### config.mk
export PLATFORM = sky130hd
export DESIGN_NAME = mb_clk_pattern_gen
export DESIGN_NICKNAME = d
export VERILOG_FILES = /design/src/rtl/mb_clk_pattern_gen.sv
export SDC_FILE = /design/constraint.sdc
export NUM_CORES = 1
export LEC_CHECK = 0
export BUFFER_PORTS_ARGS = -buffer_cell sky130_fd_sc_hd__buf_2
export CAP_MARGIN = 20
export CORE_AREA = 10 10 65 67
export DETAILED_ROUTE_END_ITERATION = 8
export DIE_AREA = 0 0 75 77
export PLACE_DENSITY = 0.76
export REMOVE_ABC_BUFFERS = 1
export SLEW_MARGIN = 25
export SYNTH_ARGS = -nofsm -noshare
export SYNTH_HDL_FRONTEND = slang
export SYNTH_SLANG_ARGS = --single-unit
export TNS_END_PERCENT = 30
### constraint.sdc
create_clock -name i_dig_clk -period 2.86 [get_ports i_dig_clk]
set_clock_uncertainty 0.15 [all_clocks]
set_input_delay 0.143 -clock i_dig_clk [delete_from_list [all_inputs] [get_ports i_dig_clk]]
set_output_delay 0.143 -clock i_dig_clk [all_outputs]
set_load 0.005 [all_outputs]
### src/rtl/mb_clk_pattern_gen.sv
// mb_clk_pattern_gen
// Mainband clock-gate pattern generator for the UCIe clock TX path.
// On a training request it drives per-lane gate enables through a
// programmable number of ON/OFF iterations, then goes free-running or idle
// depending on the latched mode. Abort (i_stop / i_ltsm_in_reset) always
// wins and returns the block to IDLE with gates low.
//
// Optional feature macro: CLKGEN_DEBUG_CNT_EN
//   When defined, adds o_iter_done, the number of iterations completed in
//   the current or most recent training run.
module mb_clk_pattern_gen #(
  parameter int NUM_LANES = 3,
  parameter int ON_CYC    = 2,
  parameter int OFF_CYC   = 1,
  parameter int ITER_W    = 8
) (
  input  logic                 i_dig_clk,
  input  logic                 i_rst_n,
  input  logic                 i_start,
  input  logic [1:0]           i_mode,
  input  logic [ITER_W-1:0]    i_iter_count,
  input  logic [NUM_LANES-1:0] i_lane_mask,
  input  logic                 i_stop,
  input  logic                 i_ltsm_in_reset,
  output logic [NUM_LANES-1:0] o_clk_gate_en,
  output logic                 o_busy,
  output logic                 o_done,
  output logic                 o_err
`ifdef CLKGEN_DEBUG_CNT_EN
  ,
  output logic [ITER_W-1:0]    o_iter_done
`endif
);

  localparam int PERIOD = ON_CYC + OFF_CYC;
  localparam int PH_W   = (PERIOD > 1) ? $clog2(PERIOD) : 1;
  localparam logic [PH_W-1:0] PH_LAST = PH_W'(PERIOD - 1);
  localparam logic [PH_W-1:0] PH_ON   = PH_W'(ON_CYC);

  typedef enum logic [1:0] {
    ST_IDLE  = 2'd0,
    ST_TRAIN = 2'd1,
    ST_FREE  = 2'd2
  } state_e;

  state_e               cs, ns;
  logic [PH_W-1:0]      phase_q, phase_d;
  logic [ITER_W-1:0]    iter_q, iter_d;
  logic [ITER_W-1:0]    cnt_q, cnt_d;
  logic [NUM_LANES-1:0] mask_q, mask_d;
  logic                 to_free_q, to_free_d;
  logic [NUM_LANES-1:0] gate_d;
  logic                 done_d, err_d;

  logic abort;
  logic last_phase;
  logic last_iter;

  assign abort      = i_stop | i_ltsm_in_reset;
  assign last_phase = (phase_q == PH_LAST);
  // Exit happens at equality, so the iteration counter never wraps.
  assign last_iter  = (iter_q == (cnt_q - ITER_W'(1)));

  // Busy is a pure function of the registered state.
  assign o_busy = (cs != ST_IDLE);

  // Next-state, counter and registered-output computation.
  always_comb begin
    // NOTE: every signal written here gets a default first so no latch is inferred.
    ns        = cs;
    phase_d   = phase_q;
    iter_d    = iter_q;
    cnt_d     = cnt_q;
    mask_d    = mask_q;
    to_free_d = to_free_q;
    gate_d    = '0;
    done_d    = 1'b0;
    err_d     = 1'b0;

    if (abort) begin
      // Abort beats start and completion; gates drop the next cycle.
      ns      = ST_IDLE;
      phase_d = '0;
      iter_d  = '0;
    end else begin
      unique case (cs)
        ST_IDLE: begin
          phase_d = '0;
          iter_d  = '0;
          if (i_start) begin
            if (i_mode == 2'b10) begin
              ns     = ST_FREE;
              mask_d = i_lane_mask;
              gate_d = i_lane_mask;
            end else if (i_iter_count == '0) begin
              err_d = 1'b1;
            end else begin
              // Modes 01 and 11 both end in IDLE; only 00 continues to FREE.
              ns        = ST_TRAIN;
              cnt_d     = i_iter_count;
              mask_d    = i_lane_mask;
              to_free_d = (i_mode == 2'b00);
              gate_d    = i_lane_mask;  // phase 0 is always an ON phase
            end
          end
        end

        ST_TRAIN: begin
          if (last_phase) begin
            phase_d = '0;
            if (last_iter) begin
              done_d = 1'b1;
              iter_d = '0;
              if (to_free_q) begin
                ns     = ST_FREE;
                gate_d = mask_q;
              end else begin
                ns = ST_IDLE;
              end
            end else begin
              iter_d = iter_q + ITER_W'(1);
              gate_d = mask_q;
            end
          end else begin
            phase_d = phase_q + PH_W'(1);
            gate_d  = (phase_d < PH_ON) ? mask_q : '0;
          end
        end

        ST_FREE: begin
          gate_d = mask_q;
        end

        default: begin
          ns = ST_IDLE;
        end
      endcase
    end
  end

  // State, counters, latched configuration and registered outputs.
  always_ff @(posedge i_dig_clk or negedge i_rst_n) begin
    if (!i_rst_n) begin
      cs            <= ST_IDLE;
      phase_q       <= '0;
      iter_q        <= '0;
      cnt_q         <= '0;
      mask_q        <= '0;
      to_free_q     <= 1'b0;
      o_clk_gate_en <= '0;
      o_done        <= 1'b0;
      o_err         <= 1'b0;
    end else begin
      // NOTE: sequential state uses non-blocking assignments so every register updates from pre-edge values.
      cs            <= ns;
      phase_q       <= phase_d;
      iter_q        <= iter_d;
      cnt_q         <= cnt_d;
      mask_q        <= mask_d;
      to_free_q     <= to_free_d;
      o_clk_gate_en <= gate_d;
      o_done        <= done_d;
      o_err         <= err_d;
    end
  end

`ifdef CLKGEN_DEBUG_CNT_EN
  logic start_accept;
  assign start_accept = (cs == ST_IDLE) && i_start && !abort &&
                        ((i_mode == 2'b10) || (i_iter_count != '0));

  // Completed-iteration count, held after training until the next accepted start.
  always_ff @(posedge i_dig_clk or negedge i_rst_n) begin
    if (!i_rst_n) begin
      o_iter_done <= '0;
    end else if (start_accept) begin
      o_iter_done <= '0;
    end else if ((cs == ST_TRAIN) && !abort && last_phase) begin
      o_iter_done <= o_iter_done + ITER_W'(1);
    end
  end
`endif

endmodule

Yosys cells after proc, flatten, opt, wreduce, memory -nomap -nowiden
Cells that the tools add are included.
Operators by class
  muxes and demuxes: 35
  order comparisons: 1
  bitwise gates (word level): 4
  reductions and logical operators: 9
  add/sub/neg operators: 3
  eq/ne operators: 11
Operators with widths (number)
  $mux 3: 10
  $mux 8: 3
  $mux 2: 9
  $pmux 8 s2: 1
  $reduce_and 5->1: 2
  $mux 1: 9
  $ne 3x3->1 const B: 3
  $pmux 3 s3: 1
  $add 8x1->8 const B: 1
  $eq 8x8->1: 1
  $logic_not 8->1: 1
  $sub 8x1->8 const B: 1
  $eq 2x2->1 const B: 3
  $pmux 2 s3: 1
  $logic_not 2->1: 2
  $ne 2x2->1 const B: 2
  $ne 4x4->1 const B: 1
  $pmux 2 s2: 1
  $reduce_and 4->1: 1
  $not 1->1: 3
  $reduce_bool 3->1: 1
  $add 2x1->2 const B: 1
  $eq 2x1->1 const B: 1
  $lt 2x2->1 const B: 1
  other kinds (3): 3
Storage, ports and cells
  output and inout port bits: 6
  logic and storage cells: 72
  input port bits: 18
  register bits: 29

Longest topological paths before layout
  depth in word-level cells: 6
  depth in mapped cells: 9
  gate-level depth less buffers: 8

Least setup slack after synthesis
No wires, ideal clock.
  path type: register to register
  from: register cnt_q[2]
  to: register iter_q[2]
  setup time: 0.101 ns
  slack: 0.337 ns
  required time: 2.609 ns
  path buffers: 0
  cell stages (with the launch flop): 7
  period minus slack after synthesis: 2.523 ns
  arrival time: 2.273 ns
  cell sequence: dfrtp_1 -> or3_4 -> or4_1 -> and4b_1 -> o2111a_2 -> or4b_4 -> o311ai_2
Between the ends
  longest elaborated chain between the ends: 6
Ends and longest elaborated chain
  from (decl): line 49  | logic [ITER_W-1:0] cnt_q, cnt_d;
  from (signal assigned): line 158  | cnt_q <= cnt_d;
  $sub 8x1->8: line 62  | assign last_iter = (iter_q == (cnt_q - ITER_W'(1)));
  $eq 8x8->1: line 62
  $mux 8: line 111  | if (last_iter) begin
  $mux 8: line 109  | if (last_phase) begin
  $pmux 8 s2: line 86  | unique case (cs)
  $mux 8: line 80  | if (abort) begin
  to (signal assigned): line 157  | iter_q <= iter_d;
  to (decl): line 48  | logic [ITER_W-1:0] iter_q, iter_d;
Every way passes these cells. The select of a mux whose other input is x is not followed.
A chain may end at the register's enable or synchronous reset.

Final worst setup path
Ends and elaborated chain as after synthesis.

==> flow_summary.json <==
{
  "synth_top_family_by_area": "simple AND/OR/NAND/NOR gates",
  "synth-xor-area-share": 0.0492,
  "grt.total_usage": 0.144,
  "crit_fanout": 9,
  "grt_max_degree": 30,
  "regArea_um2": 726,
  "min_path_type": "in2reg",
  "core_um2": 2980,
  "worst_hold_slack_ns": 0.0178,
  "yosys_warnings": 0,
  "setup_viol": 0,
  "avgSynthCellArea_um2": 8.86,
  "relSlewSlack": 0.583,
  "hold_viol_final": 0,
  "mostFrequentLayoutCell": "nand2_1",
  "rr_worst_depth": 6,
  "clock_latency_ns": 0.33,
  "synth_seq_area_share": 0.453,
  "async_reset_ff_frac": 1.00,
  "ys.flop_type": "dfrtp_1",
  "grt_pass1_wl_mm": 6.74,
  "cellLeakagePower_nw": 0.949,
  "cp.arrival_ns": 2.75,
  "portBuffers": 23,
  "ant_nets": 0,
  "grt_pass1_vias": 1540,
  "drt_iter0_drc": 113,
  "ir_drop_mv": 0.340,
  "cp-endpoint": "iter_q[2]",
  "syn_area_um2": 1600,
  "grt_overflow": 0,
  "num_rows": 20,
  "synth_mux_area_frac": 0.00625,
  "dr.pass1.iters": 4,
  "synth_compound_area_frac": 0.150,
  "synthAdderAreaFrac": 0.0390,
  "worstMarginPinSlew_ns": 0.626,
  "h-tree-depth": 2,
  "fillers": 242,
  "cts-hold-fix-buffers": 16,
  "routed_via_density": 5.58,
  "syn2layout_area_growth_pct": 23.1,
  "status": "finished, final reports clean",
  "setup.worst_path.class": "reg2reg",
  "postCtsSetupBuffers": 0,
  "fin_nets": 248,
  "holdCritStartpoint": "i_ltsm_in_reset",
  "place_hpwl_mm": 2.72,
  "cp-start-kind": "flop",
  "fp.dieH_um": 77,
  "antenna_found_initial": 1,
  "r2r-end": "iter_q[2]",
  "num_vias": 1450,
  "gp_congestion": 0.846,
  "cts-resized-gates": 0,
  "worstPathRequired_ns": 2.94,
  "clkSinkCount": 29,
  "fin_crit_sh": 0.931,
  "cap_violations": 0,
  "synth_edf_count": 0,
  "wire_per_inst_um": 14.3,
  "p_per_area_nw_per_um2": 483,
  "drc": 0,
  "wirelength_mm": 3.71,
  "syn_inst": 181,
  "drv_slew": 0,
  "initial_core_util": 0.538,
  "synth-simple-area-share": 0.268,
  "rsz0062_at_grt": "false",
  "timing.reg2reg.setup_slack_ns": 0.20,
  "drive_above_1_share": 0.181,
  "finalSetupTns_ns": 0,
  "cts_made_buffers": 5,
  "p_total_mw": 0.952,
  "dieArea_um2": 5780,
  "r2r-start": "cnt_q[2]",
  "cts_tree": "built",
  "cts-root-buf": "clkbuf_4",
  "clockBufferDepth": 2,
  "pin_count": 24,
  "most-common-layout-cells": "nand2_1 (39), dfrtp_1 (29), buf_2 (23), dlygate4sd3_1 (16)",
  "fin_crit_ns": 2.66,
  "die_w_um": 75,
  "multi_input_area_um2": 821,
  "clk_pin_slew_worst_paths_ns": 0.09,
  "ys_ff_latch": 29,
  "fmaxAchievable_ghz": 0.376,
  "crit_start": "cnt_q[2]",
  "cp-end-kind": "flop",
  "netlist-cell-type-count": 37
}
[flip-flops by register name, summed over array words and instances, names as in the netlist]
register and flops:
phase_q 2, cnt_q 8, o_done 1, o_clk_gate_en 3, iter_q 8, o_err 1, mask_q 3, cs 2
to_free_q 1
[critical path, cell delays in order, from the launching register on]
cell and delay (ns):
dfrtp_1 0.45, or3_4 0.42, or4_1 0.42, and4b_1 0.20
o2111a_2 0.32, or4b_4 0.53, o311ai_2 0.08
[synthesized netlist by cell type (3+ instances only)]
| master | number | area, µm² |
|---|---|---|
| a21o_1 | 3 | 22.5 |
| a21oi_1 | 6 | 30.0 |
| clkbuf_1 | 4 | 15.0 |
| dfrtp_1 | 29 | 726 |
| ha_1 | 5 | 62.6 |
| inv_1 | 11 | 41.3 |
| nand2_1 | 39 | 146 |
| nand3_1 | 7 | 35.0 |
| nor2_1 | 10 | 37.5 |
| nor2b_1 | 5 | 31.3 |
| nor3_1 | 5 | 25.0 |
| o21ai_0 | 11 | 55.1 |
| o31ai_1 | 4 | 30.0 |
| or2_2 | 4 | 25.0 |
| or3_1 | 3 | 18.8 |
| xnor2_1 | 6 | 52.6 |
| xor2_1 | 3 | 26.3 |
[power breakdown]
| part | switching, mW | internal [mW] | total, mW | leakage, nW |
|---|---|---|---|---|
| Combinational | 0.106 | 0.116 | 0.222 | 0.531 |
| Sequential | 0.0443 | 0.451 | 0.496 | 0.386 |
| Clock | 0.141 | 0.0934 | 0.234 | 0.0320 |
| Total | 0.291 | 0.661 | 0.952 | 0.949 |
[metal layers]
metal	GRT usage	wire length (µm)
met5	0	0
met3	0.0528	206
met4	0.0473	69
met1	0.159	1550
met2	0.245	1880
[per-stage QoR]
stage          area, µm²  utilization  cells  setup WS, ns
6_report            1970        0.663    260         0.198
5_1_grt             1970        0.663    260        0.0843
4_1_cts             1970        0.662    259         0.211
3_5_place_dp        1760        0.591    235         0.232
3_3_place_gp        1760        0.591    235         0.285
2_1_floorplan       1590            -    177         0.337
[worst min path at each step]
stage,depth (start not counted),to
finish,3,phase_q[1]
floorplan,0,cnt_q[0]
detailed placement,1,iter_q[0]
CTS,3,phase_q[1]
global route,3,cs[1]
global placement,1,iter_q[5]
[layout make-up]
class,instances,area share
multi-input cells,137,0.416
flip-flops and latches,29,0.368
repair buffers,41,0.147
clock buffers,6,0.0209
inverters,11,0.0209
well taps,33,0.0209
clock inverters,2,0.00507
diodes,1,0.00127
[cells by family (layout without fill, tap and decap cells)]
kind of cell / count (synthesis) / in the layout
buffers and inverters: 15 / 60
other: 0 / 1
DFF: 29 / 29
muxes: 1 / 1
xor gates and xnor gates: 9 / 9
AOI/OAI and AO/OA: 35 / 35
and+or+nand+nor: 87 / 87
adders and majority gates: 5 / 5
No activity file was read; power rests on OpenSTA's default activity.
